### config.mk
export PLATFORM = sky130hd
export DESIGN_NAME = pc_sequencer
export DESIGN_NICKNAME = d
export VERILOG_FILES = /design/src/rtl/pc_sequencer.sv
export SDC_FILE = /design/constraint.sdc
export NUM_CORES = 1
export LEC_CHECK = 0
export ABC_AREA = 1
export BUFFER_PORTS_ARGS = -buffer_cell sky130_fd_sc_hd__buf_2
export CAP_MARGIN = 20
export CORE_UTILIZATION = 47
export CTS_CLUSTER_DIAMETER = 100
export DETAILED_ROUTE_END_ITERATION = 8
export HOLD_SLACK_MARGIN = 0.02
export PLACE_DENSITY_LB_ADDON = 0.15
export SETUP_SLACK_MARGIN = 0.15
export SLEW_MARGIN = 10
export SYNTH_ARGS = -nofsm -noshare
export SYNTH_HDL_FRONTEND = slang
export SYNTH_SLANG_ARGS = --single-unit
### constraint.sdc
create_clock -name clk -period 1.7 [get_ports clk]
set_input_delay 0.085 -clock clk [delete_from_list [all_inputs] [get_ports clk]]
set_output_delay 0.085 -clock clk [all_outputs]
set_load 0.05 [all_outputs]
### src/rtl/pc_sequencer.sv
// ---------------------------------------------------------------------------
// pc_sequencer
//
// Instruction fetch sequencer. It fetches the word at pc, presents it as a
// registered instruction, waits for the datapath to finish it, and then
// advances pc either sequentially (pc + 4) or to an ALU-computed branch
// target. A fetch that sees no acknowledge for WAIT_LIMIT cycles is abandoned
// and retried from IDLE at the same pc; fetch_err records that this happened.
//
// Parameters
//   RESET_PC     pc value loaded at reset
//   WAIT_LIMIT   FETCH cycles without imem_ack before timeout (1..255)
//
// Optional feature
//   PC_SEQ_BRANCH_COUNT_EN  when defined, adds the taken_count output, which
//                           counts taken branches (wraps at 2^32)
//
// Ports
//   clk           rising-edge clock
//   rst_n         synchronous active-low reset
//   stall         keeps the sequencer out of FETCH while high
//   imem_req      instruction-memory request, high only in FETCH
//   imem_addr     fetch address (always equal to pc)
//   imem_ack      memory returns instr_in this cycle
//   instr_in      fetched instruction word
//   instr_out     registered instruction
//   instr_valid   one-cycle pulse marking a new instr_out
//   exec_done     datapath finished the current instruction
//   branch_taken  take alu_target (valid with exec_done)
//   alu_target    branch target (valid with exec_done)
//   pc            current program counter
//   pc_plus4      pc + 4, modulo 2^32
//   sel_out       next-pc select: 0 sequential, 1 ALU target
//   fetch_err     sticky fetch-timeout flag
//   taken_count   taken-branch count (PC_SEQ_BRANCH_COUNT_EN only)
// ---------------------------------------------------------------------------
module pc_sequencer #(
   parameter logic [31:0] RESET_PC   = 32'h0000_0000,
   parameter int unsigned WAIT_LIMIT = 16
) (
   input  logic        clk,
   input  logic        rst_n,
   input  logic        stall,
   output logic        imem_req,
   output logic [31:0] imem_addr,
   input  logic        imem_ack,
   input  logic [31:0] instr_in,
   output logic [31:0] instr_out,
   output logic        instr_valid,
   input  logic        exec_done,
   input  logic        branch_taken,
   input  logic [31:0] alu_target,
   output logic [31:0] pc,
   output logic [31:0] pc_plus4,
   output logic        sel_out,
   output logic        fetch_err
`ifdef PC_SEQ_BRANCH_COUNT_EN
   ,
   output logic [31:0] taken_count
`endif
);

   typedef enum logic [1:0] {
      IDLE      = 2'd0,
      FETCH     = 2'd1,
      WAIT_EXEC = 2'd2
   } state_t;

   localparam logic [7:0] LIMIT = 8'(WAIT_LIMIT);

   state_t     state;
   state_t     state_nxt;
   logic [7:0] wait_cnt;    // FETCH cycles already spent without an ack
   logic       fetch_fire;  // ack accepted this cycle
   logic       timeout;     // fetch abandoned this cycle
   logic       exec_fire;   // instruction retired this cycle

   assign imem_addr = pc;
   assign pc_plus4  = pc + 32'd4;

   // NOTE: every output of this block gets a default before the case so no
   // path leaves a signal unassigned, which would infer a latch.
   always_comb begin
      state_nxt  = state;
      imem_req   = 1'b0;
      fetch_fire = 1'b0;
      timeout    = 1'b0;
      exec_fire  = 1'b0;
      unique case (state)
         IDLE: begin
            if (!stall) state_nxt = FETCH;
         end
         FETCH: begin
            // stall is deliberately not looked at: a fetch runs to ack or
            // timeout. The ack is tested first so it wins over a timeout
            // falling in the same cycle.
            imem_req = 1'b1;
            if (imem_ack) begin
               fetch_fire = 1'b1;
               state_nxt  = WAIT_EXEC;
            end else if (wait_cnt + 8'd1 == LIMIT) begin
               // this is the WAIT_LIMIT-th cycle in a row without an ack
               timeout   = 1'b1;
               state_nxt = IDLE;
            end
         end
         WAIT_EXEC: begin
            if (exec_done) begin
               exec_fire = 1'b1;
               state_nxt = stall ? IDLE : FETCH;
            end
         end
         default: state_nxt = IDLE;
      endcase
   end

   // NOTE: sequential state uses non-blocking assignments so every register
   // samples the pre-edge values, independent of statement order.
   always_ff @(posedge clk) begin
      if (!rst_n) state <= IDLE;
      else        state <= state_nxt;
   end

   // Counter is zero outside FETCH, so it is already clear on every entry.
   always_ff @(posedge clk) begin
      if (!rst_n)                                  wait_cnt <= 8'd0;
      else if (state == FETCH && state_nxt == FETCH) wait_cnt <= wait_cnt + 8'd1;
      else                                         wait_cnt <= 8'd0;
   end

   always_ff @(posedge clk) begin
      if (!rst_n) begin
         pc          <= RESET_PC;
         sel_out     <= 1'b0;
         instr_out   <= 32'd0;
         instr_valid <= 1'b0;
         fetch_err   <= 1'b0;
      end else begin
         instr_valid <= fetch_fire;
         if (fetch_fire) instr_out <= instr_in;
         if (timeout)    fetch_err <= 1'b1;
         if (exec_fire) begin
            // Branch targets are forced word-aligned.
            pc      <= branch_taken ? {alu_target[31:2], 2'b00} : pc_plus4;
            sel_out <= branch_taken;
         end
      end
   end

`ifdef PC_SEQ_BRANCH_COUNT_EN
   always_ff @(posedge clk) begin
      if (!rst_n)                        taken_count <= 32'd0;
      else if (exec_fire && branch_taken) taken_count <= taken_count + 32'd1;
   end
`endif

endmodule
==> results_dict.tcl <==
set metrics [dict create \
    total_power_mw 4.40 \
    overflow 0 \
    ys_warn_count 0 \
    nets 946 \
    viasPerCell 5.68 \
    path_cells "ha_4 -> nand3_4 -> inv_4 -> nand2_8 -> nor2_4 -> xor2_4 -> buf_6" \
    final_cells 984 \
    tritoncts "yes" \
    cp-startpoint "imem_addr[3]" \
    io_buffers 193 \
    maxSlewViolCount 0 \
    cp_top_family "flip-flops" \
    startpoint_type "register" \
    wl_um 18700 \
    syn_area_um2 4140 \
    syn_inst 612 \
    track_usage 0.347 \
    cellLeakagePower_nw 3.57 \
    worstSkewPairLatency_ps 360 \
    die_h_um 95.9 \
    maxCapViolCount 0 \
    rsz0062_at_grt "true" \
    grt_start_max_net_pins 28 \
    crit_fanout 4 \
    setup_viol 24 \
    num-fill-cells 426 \
    seq_area_frac_synth 0.363 \
    cts_max_path_buffers 2 \
    pin_count 202 \
    violations "setup timing" \
    std_cell_rows 33 \
    fin_crit_sh 1.11 \
    r2r_setup_slack_ps 80 \
    cp-end-kind "output pin" \
    pwr_density_cell_nw_per_um2 595 \
    drive_gt1_frac 0.530 \
    antenna_found_initial 0 \
    outcome "complete, but fails checks" \
    cts_buffers 9 \
    synth_seq_cells 75 \
    skew_ps 8.71 \
    final_core_util 0.881 \
    finalWeightedCongestion 0.958 \
    cts_max_level 3 \
    grt_pass1_wl_um 24100 \
    critPathMaxStageDelay_ps 410 \
    fin_hold_ws_ps 26.4 \
    clk_pin_slew_worst_paths_ps 90 \
    synth_cell_types 33 \
    syn_avg_cell_area_um2 6.77 \
    ant_nets 0 \
    reg2reg_depth 9 \
    core_um2 8380 \
    die_x_um 95.9 \
    clkSinkCount 75 \
    dpl.hpwl_um 9540 \
    wire_per_inst_um 19.0 \
    cp_data_required_time_ps 1620 \
    r2r-start "imem_addr[3]" \
    cp_num_cells 7 \
    dr.pass1.iters 5 \
    dp_worst_setup_slack_ps 27.3 \
    crit_end "pc_plus4[18]" \
    hold_class "primary input to register" \
    routed-via-count 5591 \
    post-route-min-period_ps 1880 \
    crit_slowest_cell "dfxtp_4" \
    diodes 0 \
    critPathBufInv 2 \
    ir_worst_vdd_uv 540 \
    start_util 0.494 \
    initialDrtViolationCount 483 \
    area_growth_pct 78.3 \
    clock.fmax_ghz 0.532 \
    grt_pass1_vias 4892 \
    worst_ep_arrival_time_ps 1790 \
    hold_violations 0 \
    dp.cells 872 \
    r2r-end "imem_addr[24]" \
    die_area_um2 9190 \
    setup.worst_path.class "register to output pin" \
    drc 0 \
    worst_slack_ps -179 \
    root_buffer "clkbuf_8" \
]
==> timing repair <==
item / in CTS / in global routing
buffers inserted: 42 / 14
endpoints found under the hold margin: 40 / 0
endpoints found under the setup margin: 35 / 61
gates cloned: 0 / 0
resized for setup: 174 / 80
pin swaps: 54 / 42
hold buffers: 40 / 0
==> worst min-delay path, stage by stage <==
cell and delay, ps:
buf_2 80, a22oi_1 50, a21oi_1 140
==> layout make-up <==
class	instances	area, um^2	area share
tap	105	131	0.0178
clock buffer	9	124	0.0168
inverter	58	230	0.0312
clock inverter	7	106	0.0144
timing repair buffer	304	2250	0.304
sequential	75	1610	0.218
multi-input combinational	426	2940	0.398
==> flip-flops by register name (all words and copies together) (netlist names) <==
signal / count
instr_out: 32
imem_addr: 30
wait_cnt: 8
state: 2
fetch_err: 1
instr_valid: 1
sel_out: 1
==> stage by stage <==
stage | setup TNS, ps | area (um^2)
global placement | 0 | 5360
finish | -2100 | 7380
global route | -3120 | 7380
detailed placement | 0 | 5360
CTS | -688 | 6960
floorplan | -59.6 | 4510
==> cell usage after synthesis <==
cell        n  area share
xnor2_1     8       0.017
dfxtp_1    75        0.36
xor2_2      2      0.0079
nand3_1    50       0.060
clkbuf_1   17       0.015
buf_2       5      0.0060
inv_1      53       0.048
nor2_1     74       0.067
o21ai_0    13       0.016
buf_4      36       0.065
xnor2_2     1      0.0039
o221ai_1    6       0.013
inv_2       3      0.0027
conb_1      1     0.00091
nand3_2     3      0.0073
o21ai_1    10       0.012
ha_1        2      0.0060
xor2_1      5       0.011
clkinv_1    2      0.0018
nor2_4      4       0.011
nand2_1   156        0.14
a31oi_1     2      0.0030
nand2_2     6      0.0091
nor2_2      9       0.014
a21oi_1    47       0.057
a21oi_2     1      0.0021
nand3b_1    3      0.0054
a2111o_1    1      0.0027
a22oi_1     8       0.015
nor3_2      1      0.0024
nand2_4     1      0.0027
a211oi_1    5      0.0091
nand4_1     2      0.0030
==> cell families after synthesis <==
logic type / Yosys count / synth area share
buffers and inverters: 116 / 0.139
other: 1 / 0.000905
adders and majority gates: 2 / 0.00604
xor gates and xnor gates: 16 / 0.0393
and+or+nand+nor: 309 / 0.323
AOI/OAI and AO/OA: 93 / 0.129
DFF: 75 / 0.363
==> routing by layer <==
metal,GRT usage,vias up,part of all wire
met5,0,-,0
li1,-,2446,-
met2,0.590,392,0.48
met3,0.0664,94,0.094
met1,0.428,2659,0.37
met4,0.144,0,0.054
==> worst min path at each step <==
stage | slack [ps] | endpoint | depth (start not counted) | startpoint
after floorplan | 220 | imem_addr[4] | 2 | alu_target[4]
after global placement | 310 | imem_addr[4] | 3 | alu_target[4]
after detailed placement | 330 | imem_addr[4] | 3 | alu_target[4]
after CTS | 20 | imem_addr[25] | 3 | alu_target[25]
after global routing | 40 | imem_addr[29] | 3 | alu_target[29]
final | 30 | imem_addr[29] | 3 | alu_target[29]
==> placed cells by master, fill, tap and decap left out, drive strengths merged <==
cell and n:
a2111o 1, a211oi 5, a21oi 48, a22oi 8, a31oi 2, buf 264
bufinv 2, clkbuf 9, clkinv 2, conb 6, dfxtp 75, dlygate4sd3 40
ha 2, inv 61, nand2 163, nand3 53, nand3b 3, nand4 2
nor2 87, nor3 1, o21ai 23, o221ai 6, xnor2 9, xor2 7
==> power breakdown <==
part           switching, mW  internal, mW
sequential            0.0550          1.78
combinational          0.604         0.309
clock                  0.794         0.856
No activity file was read; power rests on OpenSTA's default activity.
